File: src/rtl/minterm_scanner_if.sv
// Minterm index stream from the scanner to its consumer.
interface minterm_scanner_if #(
    parameter int N_VARS = 3
);
    // Valid/ready: a transfer happens on a rising clk edge where m_valid && m_ready;
    // while m_valid is high and m_ready is low, m_index and m_last stay unchanged.
    logic              m_valid;
    logic [N_VARS-1:0] m_index;
    logic              m_last;
    logic              m_ready;

    modport master (output m_valid, output m_index, output m_last, input m_ready);
    modport slave  (input m_valid, input m_index, input m_last, output m_ready);
endinterface

File: src/rtl/minterm_scanner.sv
// Drives every input combination onto an external function, captures its truth
// table, then streams the indices of the true minterms in ascending order.
module minterm_scanner #(
    parameter int N_VARS = 3,
    parameter int SETTLE = 1
) (
    input  logic                     clk,
    input  logic                     reset,
    input  logic                     start,
    input  logic                     f_in,
    output logic [N_VARS-1:0]        vars,
    output logic                     busy,
    output logic [(1<<N_VARS)-1:0]   truth_table,
    minterm_scanner_if.master        m_if,
    output logic [N_VARS:0]          count,
    output logic                     done,
    output logic [1:0]               o_dbg_state
);
    localparam int TT_W = 1 << N_VARS;
    localparam int SC_W = (SETTLE > 1) ? $clog2(SETTLE) : 1;
    localparam logic [SC_W-1:0]   SETTLE_LAST = SC_W'(SETTLE - 1);
    localparam logic [SC_W-1:0]   SC_ONE      = SC_W'(1);
    localparam logic [N_VARS-1:0] VARS_ONE    = N_VARS'(1);
    localparam logic [TT_W-1:0]   TT_ONE      = TT_W'(1);

    typedef enum logic [1:0] {
        S_IDLE  = 2'd0,
        S_DRIVE = 2'd1,
        S_EMIT  = 2'd2,
        S_DONE  = 2'd3
    } state_t;

    state_t              r_state;
    logic [N_VARS-1:0]   r_vars;
    logic [TT_W-1:0]     r_tt;
    logic [N_VARS:0]     r_count;
    logic [SC_W-1:0]     r_settle;
    logic [TT_W-1:0]     r_pending;
    logic                r_m_valid;
    logic [N_VARS-1:0]   r_m_index;
    logic                r_m_last;
    logic                r_done;
    logic                r_busy;

    logic [TT_W-1:0]     w_tt_sampled;
    logic [TT_W-1:0]     w_pending_clr;
    logic [TT_W-1:0]     w_pending_next;
    logic                w_sample;
    logic                w_accept;

    function automatic logic [N_VARS-1:0] lowest_index(input logic [TT_W-1:0] p);
        lowest_index = '0;
        for (int i = TT_W - 1; i >= 0; i--) begin
            if (p[i]) lowest_index = N_VARS'(i);
        end
    endfunction

    function automatic logic single_bit(input logic [TT_W-1:0] p);
        single_bit = (p != '0) && ((p & (p - TT_ONE)) == '0);
    endfunction

    always_comb begin
        w_tt_sampled         = r_tt;
        w_tt_sampled[r_vars] = f_in;
        w_sample             = (r_settle == SETTLE_LAST);
        w_accept             = r_m_valid && m_if.m_ready;
        // The presented index is always the lowest pending bit, so clearing it is p & (p-1).
        w_pending_clr        = r_pending & (r_pending - TT_ONE);
        w_pending_next       = w_accept ? w_pending_clr : r_pending;
    end

    always_ff @(posedge clk or posedge reset) begin
        if (reset) begin
            r_state   <= S_IDLE;
            r_vars    <= '0;
            r_tt      <= '0;
            r_count   <= '0;
            r_settle  <= '0;
            r_pending <= '0;
            r_m_valid <= 1'b0;
            r_m_index <= '0;
            r_m_last  <= 1'b0;
            r_done    <= 1'b0;
            r_busy    <= 1'b0;
        end else begin
            r_done <= 1'b0;
            case (r_state)
                S_IDLE: begin
                    if (start) begin
                        r_tt     <= '0;
                        r_count  <= '0;
                        r_vars   <= '0;
                        r_settle <= '0;
                        r_busy   <= 1'b1;
                        r_state  <= S_DRIVE;
                    end
                end
                S_DRIVE: begin
                    if (w_sample) begin
                        r_tt     <= w_tt_sampled;
                        r_count  <= r_count + {{N_VARS{1'b0}}, f_in};
                        r_settle <= '0;
                        if (&r_vars) begin
                            r_state   <= S_EMIT;
                            r_pending <= w_tt_sampled;
                            r_m_valid <= |w_tt_sampled;
                            r_m_index <= lowest_index(w_tt_sampled);
                            r_m_last  <= single_bit(w_tt_sampled);
                        end else begin
                            r_vars <= r_vars + VARS_ONE;
                        end
                    end else begin
                        r_settle <= r_settle + SC_ONE;
                    end
                end
                S_EMIT: begin
                    if (w_pending_next == '0) begin
                        r_state   <= S_DONE;
                        r_pending <= '0;
                        r_m_valid <= 1'b0;
                        r_m_last  <= 1'b0;
                        r_done    <= 1'b1;
                    end else if (w_accept) begin
                        r_pending <= w_pending_clr;
                        r_m_valid <= 1'b1;
                        r_m_index <= lowest_index(w_pending_clr);
                        r_m_last  <= single_bit(w_pending_clr);
                    end
                end
                S_DONE: begin
                    r_state <= S_IDLE;
                    r_busy  <= 1'b0;
                end
                default: r_state <= S_IDLE;
            endcase
        end
    end

    assign vars           = r_vars;
    assign busy           = r_busy;
    assign truth_table    = r_tt;
    assign count          = r_count;
    assign done           = r_done;
    assign o_dbg_state    = r_state;
    assign m_if.m_valid   = r_m_valid;
    assign m_if.m_index   = r_m_index;
    assign m_if.m_last    = r_m_last;
endmodule

File: src/flat_wrapper.sv
// flat-port wrapper written by rule: the top's interface ports become plain ports
module minterm_scanner_flat 
#(
    parameter int N_VARS = 3,
    parameter int SETTLE = 1
)
  (clk, reset, start, f_in, vars, busy, truth_table, count, done, o_dbg_state, m_if_m_valid, m_if_m_index, m_if_m_last, m_if_m_ready);
  minterm_scanner_if #(.N_VARS(N_VARS)) m_if_i ();
  input  logic clk;
  input  logic reset;
  input  logic start;
  input  logic f_in;
  output logic [N_VARS-1:0] vars;
  output logic busy;
  output logic [(1<<N_VARS)-1:0] truth_table;
  output logic [N_VARS:0] count;
  output logic done;
  output logic [1:0] o_dbg_state;
  output wire logic [$bits(m_if_i.m_valid)-1:0] m_if_m_valid;
  output wire logic [$bits(m_if_i.m_index)-1:0] m_if_m_index;
  output wire logic [$bits(m_if_i.m_last)-1:0] m_if_m_last;
  input wire logic [$bits(m_if_i.m_ready)-1:0] m_if_m_ready;
  assign m_if_m_valid = m_if_i.m_valid;
  assign m_if_m_index = m_if_i.m_index;
  assign m_if_m_last = m_if_i.m_last;
  assign m_if_i.m_ready = m_if_m_ready;
  minterm_scanner #(.N_VARS(N_VARS), .SETTLE(SETTLE)) u_core (.clk(clk), .reset(reset), .start(start), .f_in(f_in), .vars(vars), .busy(busy), .truth_table(truth_table), .m_if(m_if_i), .count(count), .done(done), .o_dbg_state(o_dbg_state));
endmodule
File: config.mk
export PLATFORM = sky130hd
export DESIGN_NAME = minterm_scanner_flat
export DESIGN_NICKNAME = d
export VERILOG_FILES = /design/src/rtl/minterm_scanner_if.sv /design/src/rtl/minterm_scanner.sv /design/src/flat_wrapper.sv
export SDC_FILE = /design/constraint.sdc
export NUM_CORES = 1
export LEC_CHECK = 0
export ABC_AREA = 1
export ABC_CLOCK_PERIOD_IN_PS = 5100
export CAP_MARGIN = 25
export CORE_ASPECT_RATIO = 0.7
export CORE_MARGIN = 4
export CORE_UTILIZATION = 35
export CTS_CLUSTER_DIAMETER = 60
export DETAILED_ROUTE_END_ITERATION = 6
export GPL_TIMING_DRIVEN = 0
export SLEW_MARGIN = 20
export SYNTH_ARGS = -nofsm -noshare
export SYNTH_HDL_FRONTEND = slang
export SYNTH_SLANG_ARGS = --single-unit
File: constraint.sdc
create_clock -name clk -period 5.1 [get_ports clk]
set_input_delay 1.53 -clock clk [delete_from_list [all_inputs] [get_ports clk]]
set_output_delay 1.53 -clock clk [all_outputs]
set_load 0.03 [all_outputs]
==> flow_summary.rst, run 1 <==
.. list-table::
   :header-rows: 1

   * - Metric
     - Value
   * - Share of the clock period used by the worst path
     - 0.6010
   * - Share of synthesized area occupied by flip-flops and latches
     - 0.3515
   * - Count of pins on the block boundary
     - 29
   * - Effective utilization at floorplan
     - 0.3630
   * - Slowest stage delay, CP
     - around 500 ps
   * - Most frequent cell on the critical path
     - sky130_fd_sc_hd__nand2_1
   * - Placement row count
     - 24
   * - Hold Buf Count CTS
     - 0
   * - Worst Setup Start Kind
     - input port
   * - Number of nets produced by synthesis
     - between 300 and 400
   * - Post-layout total power
     - 2106 uW
   * - Count of synthesis-stage warnings from yosys
     - 0
   * - #FFs+latches synth
     - 32
   * - Post-CTS repair timing setup buffer count
     - 0
   * - Worst hold path startpoint
     - u_core.m_if.m_index[0]$_DFFE_PP0P_
   * - Unrepaired setup endpoints after global routing
     - false
   * - Path type of the worst setup path
     - input port to register
   * - GR Util met1
     - 0.2378
   * - Setup Viol. Count Final
     - 0
   * - Path category of the worst min-delay check
     - register to register
   * - Total negative slack
     - 0 ps
   * - Number of antenna violations at the first check in global routing
     - 0
   * - Routed Wire Length
     - roughly 5.7 mm
   * - Clock-pin slew of the registers on the worst-case setup and hold paths
     - 70 ps
   * - Total leakage power
     - 0.001389 uW
   * - Sink count of the clock tree
     - 32
   * - Crit path required time
     - 5330 ps
   * - Final worst clock skew
     - 5.260 ps
   * - Horizontal die dimension
     - about 100 microns
   * - Pre-antenna DRT Iters
     - 4
   * - Wire length of the first global-routing pass
     - about 9.9 mm
   * - Maximum number of pins on one net before global-route repair
     - 33
   * - Bufs on Longest Clock Path
     - 2
   * - IO buf count
     - 28
   * - Worst relative slew slack
     - 0.5275
   * - Post-cts gate resize count
     - 0
   * - Total count of hold-check failures in the final report
     - 0
   * - Pins over their slew limit
     - 0
   * - Overall die area
     - a little under 8000 sq um
   * - Crit-path slowest cell
     - sky130_fd_sc_hd__clkdlybuf4s50_1
   * - Met3 demand-to-capacity share in global routing
     - 0.03895
   * - Met2 track demand over resource
     - 0.2318
   * - Layout cell share with drive strength beyond 1
     - 0.1274
   * - Post-layout nets
     - approximately 370
   * - Peak clock frequency supported by timing
     - between 0.3 and 0.4 GHz
   * - Area added between synthesis and finish
     - 21.31%
   * - Placeable Area
     - 6276 sq um
   * - Final routed wire length divided by cell count
     - ~13 microns
   * - Die Y
     - about 76 microns
   * - Final weighted congestion in routability-driven placement
     - roughly 0.85
   * - Clock Tree Root
     - sky130_fd_sc_hd__clkbuf_8
   * - Total via count after detailed routing
     - about 2200
   * - Remaining number of nets flagged by the antenna check after routing
     - 0
   * - CTS tree
     - built
   * - Diode insertion count for antenna repair
     - 0
   * - Result of the run
     - completed
   * - Launching instance or port of the critical path
     - f_in
   * - Leading cell types in the layout, fill and taps excluded
     - sky130_fd_sc_hd__nand2_1 (94), sky130_fd_sc_hd__inv_1 (36), sky130_fd_sc_hd__nor2_1 (34), sky130_fd_sc_hd__dfrtp_1 (32), sky130_fd_sc_hd__clkdlybuf4s50_1 (28)
   * - Syn_area_per_cell
     - roughly 7 sq um
   * - Total track usage
     - 0.1584
   * - Clock H-tree levels
     - 2
   * - P per Cell Area
     - ~760 nW/um^2
   * - Most common library cell in the layout ignoring fill and taps
     - sky130_fd_sc_hd__nand2_1
   * - CP max FO
     - 10
   * - Launch point of the worst reg-to-reg path
     - u_core.vars[0]$_DFFE_PP0P_
   * - Netlist cell types
     - 29
   * - Worst Setup End Kind
     - register
   * - Detail-routed via count per cell
     - around 4.9
   * - Crit path setup slack, layout
     - a little over 2000 ps
   * - Global route overflow
     - 0
   * - Half-perimeter wire length of the detailed placement result
     - 4.426 mm
   * - Global route hottest layer
     - met1
   * - Arrival time worst endpoint
     - between 3000 and 4000 ps
   * - Worst-Margin Slew
     - between 700 and 800 ps
   * - Hold_ws
     - 485.7 ps
   * - Vias in the first global route
     - approximately 2000
   * - Cts bufs inserted
     - 5
   * - MaxCap Viol Count
     - 0
   * - Cell breakdown of the critical path
     - clkdlybuf4s50_1 -> buf_2 -> nand4_1 -> nand2_2 -> inv_1 -> nand2_1 -> nor2_1 -> nand2_1 -> nand2_1 -> nor2_1 -> nand2_1 -> nand2_1 -> nand2_1 -> nand2_1
   * - DP Worst Slack
     - ~1800 ps
   * - Max rail drop VDD
     - 328.6 uV
   * - Final period demand of the worst path
     - slightly above 3000 ps
   * - Clock latency at the later pin of the worst-skew pair
     - ~290 ps
   * - Number of remaining DRC errors
     - 0
   * - Count of mapped cells out of synthesis
     - 325
   * - Synthesized area
     - 2278 sq um
   * - Initial detailed-routing violation count
     - 148
## power by group
group | switching, uW | leakage [uW] | total, uW | internal [uW]
Sequential | 88.6 | 0.000416 | 443 | 354
Clock | 103 | 0.0000552 | 248 | 145
Combinational | 918 | 0.000917 | 1410 | 497
Total | 1110 | 0.00139 | 2110 | 996
## path summary, 6_finish.rpt
| kind | endpoint | slack [ps] | cells past startpoint |
|---|---|---|---|
| min reg2reg | u_core.m_if.m_index[0]$_DFFE_PP0P_ | 490 | 2 |
| max in group asynchronous | u_core.r_pending[2]$_DFFE_PP0P_ | 2970 | 2 |
| max | u_core.m_if.m_last$_DFFE_PP0P_ | 2040 | 14 |
| min | u_core.m_if.m_index[0]$_DFFE_PP0P_ | 490 | 2 |
| max reg2reg | u_core.r_pending[3]$_DFFE_PP0P_ | 3010 | 9 |
| min in group asynchronous | u_core.truth_table[5]$_DFFE_PP0P_ | 1670 | 2 |
## stage by stage
step,util,cell area [sq um],std cells
finish,0.4404,2764,439
global route,0.4404,2764,439
CTS,0.4404,2764,439
detailed placement,0.4232,2656,431
global placement,0.4232,2656,431
floorplan,-,2278,325
## cell usage after synthesis (all sizes together)
| cell type | count | area share |
|---|---|---|
| o22ai | 7 | 0.019 |
| nand2 | 105 | 0.19 |
| a22o | 2 | 0.0077 |
| nor3 | 2 | 0.0044 |
| ha | 8 | 0.044 |
| nand3b | 1 | 0.0088 |
| dfrtp | 32 | 0.35 |
| a21oi | 10 | 0.022 |
| a22oi | 1 | 0.0033 |
| inv | 42 | 0.070 |
| nor2 | 40 | 0.085 |
| nand3 | 23 | 0.057 |
| buf | 6 | 0.021 |
| clkinv | 1 | 0.0016 |
| nand4 | 6 | 0.016 |
| a31oi | 2 | 0.0055 |
| o21ai | 36 | 0.091 |
| clkbuf | 1 | 0.0060 |
## final cells by class
| cell class | instances | area, sq um |
|---|---|---|
| inverters | 43 | 163.9 |
| multi-input cells | 243 | 1251 |
| clock buffers | 6 | 72.57 |
| plain buffers | 7 | 62.56 |
| fillers | 642 | 3512 |
| repair buffers | 28 | 280.3 |
| well taps | 78 | 97.59 |
| clock inverters | 2 | 35.03 |
| flip-flops and latches | 32 | 800.8 |
## sequential cells by signal, indices dropped and copies added, names as in the netlist
register             cells
u_core.r_pending         8
u_core.truth_table       8
u_core.count             4
u_core.m_if.m_index      3
u_core.vars              3
u_core.o_dbg_state       2
u_core.busy              1
u_core.done              1
u_core.m_if.m_last       1
u_core.m_if.m_valid      1
## worst max-delay path, delay by kind of cell
kind                   cells  cell delay (ps)
buffers and inverters      3              830
AND/OR/NAND/NOR           11              920
## layer usage
layer | part of all wire | up-vias | wire (microns)
li1 | - | 1122 | -
met5 | 0 | - | 0
met2 | 0.39 | 46 | 2225
met1 | 0.55 | 976 | 3175
met4 | 0.0078 | 0 | 45
met3 | 0.052 | 8 | 299
## logic make-up (layout without fill, tap and decap cells)
group,after synthesis,after routing,share of synthesized area
compound gates,58,58,0.1483
fa+ha+maj,8,8,0.04393
buf+inv,50,86,0.09939
flops,32,32,0.3515
simple gates,177,177,0.3570
Note: power is estimated with default switching activity, not from simulation.
==> run 2, diff against run 1 <==
- ABC_CLOCK_PERIOD_IN_PS: 5100 -> 3100
- clock period: 5.1 -> 3.1 ns (I/O delays scaled with it)
==> results of run 2 <==
Same layout as run 1 (identical final DEF). Status: completed.
Main changes from that run: setup slack after placement 1751 ps -> 350.5 ps; setup slack after layout 2035 ps -> 635.0 ps; register-to-register setup slack 3010 ps -> 1010 ps; total power 2106 uW -> 3464 uW; worst IR drop on VDD 328.6 uV -> 540.6 uV
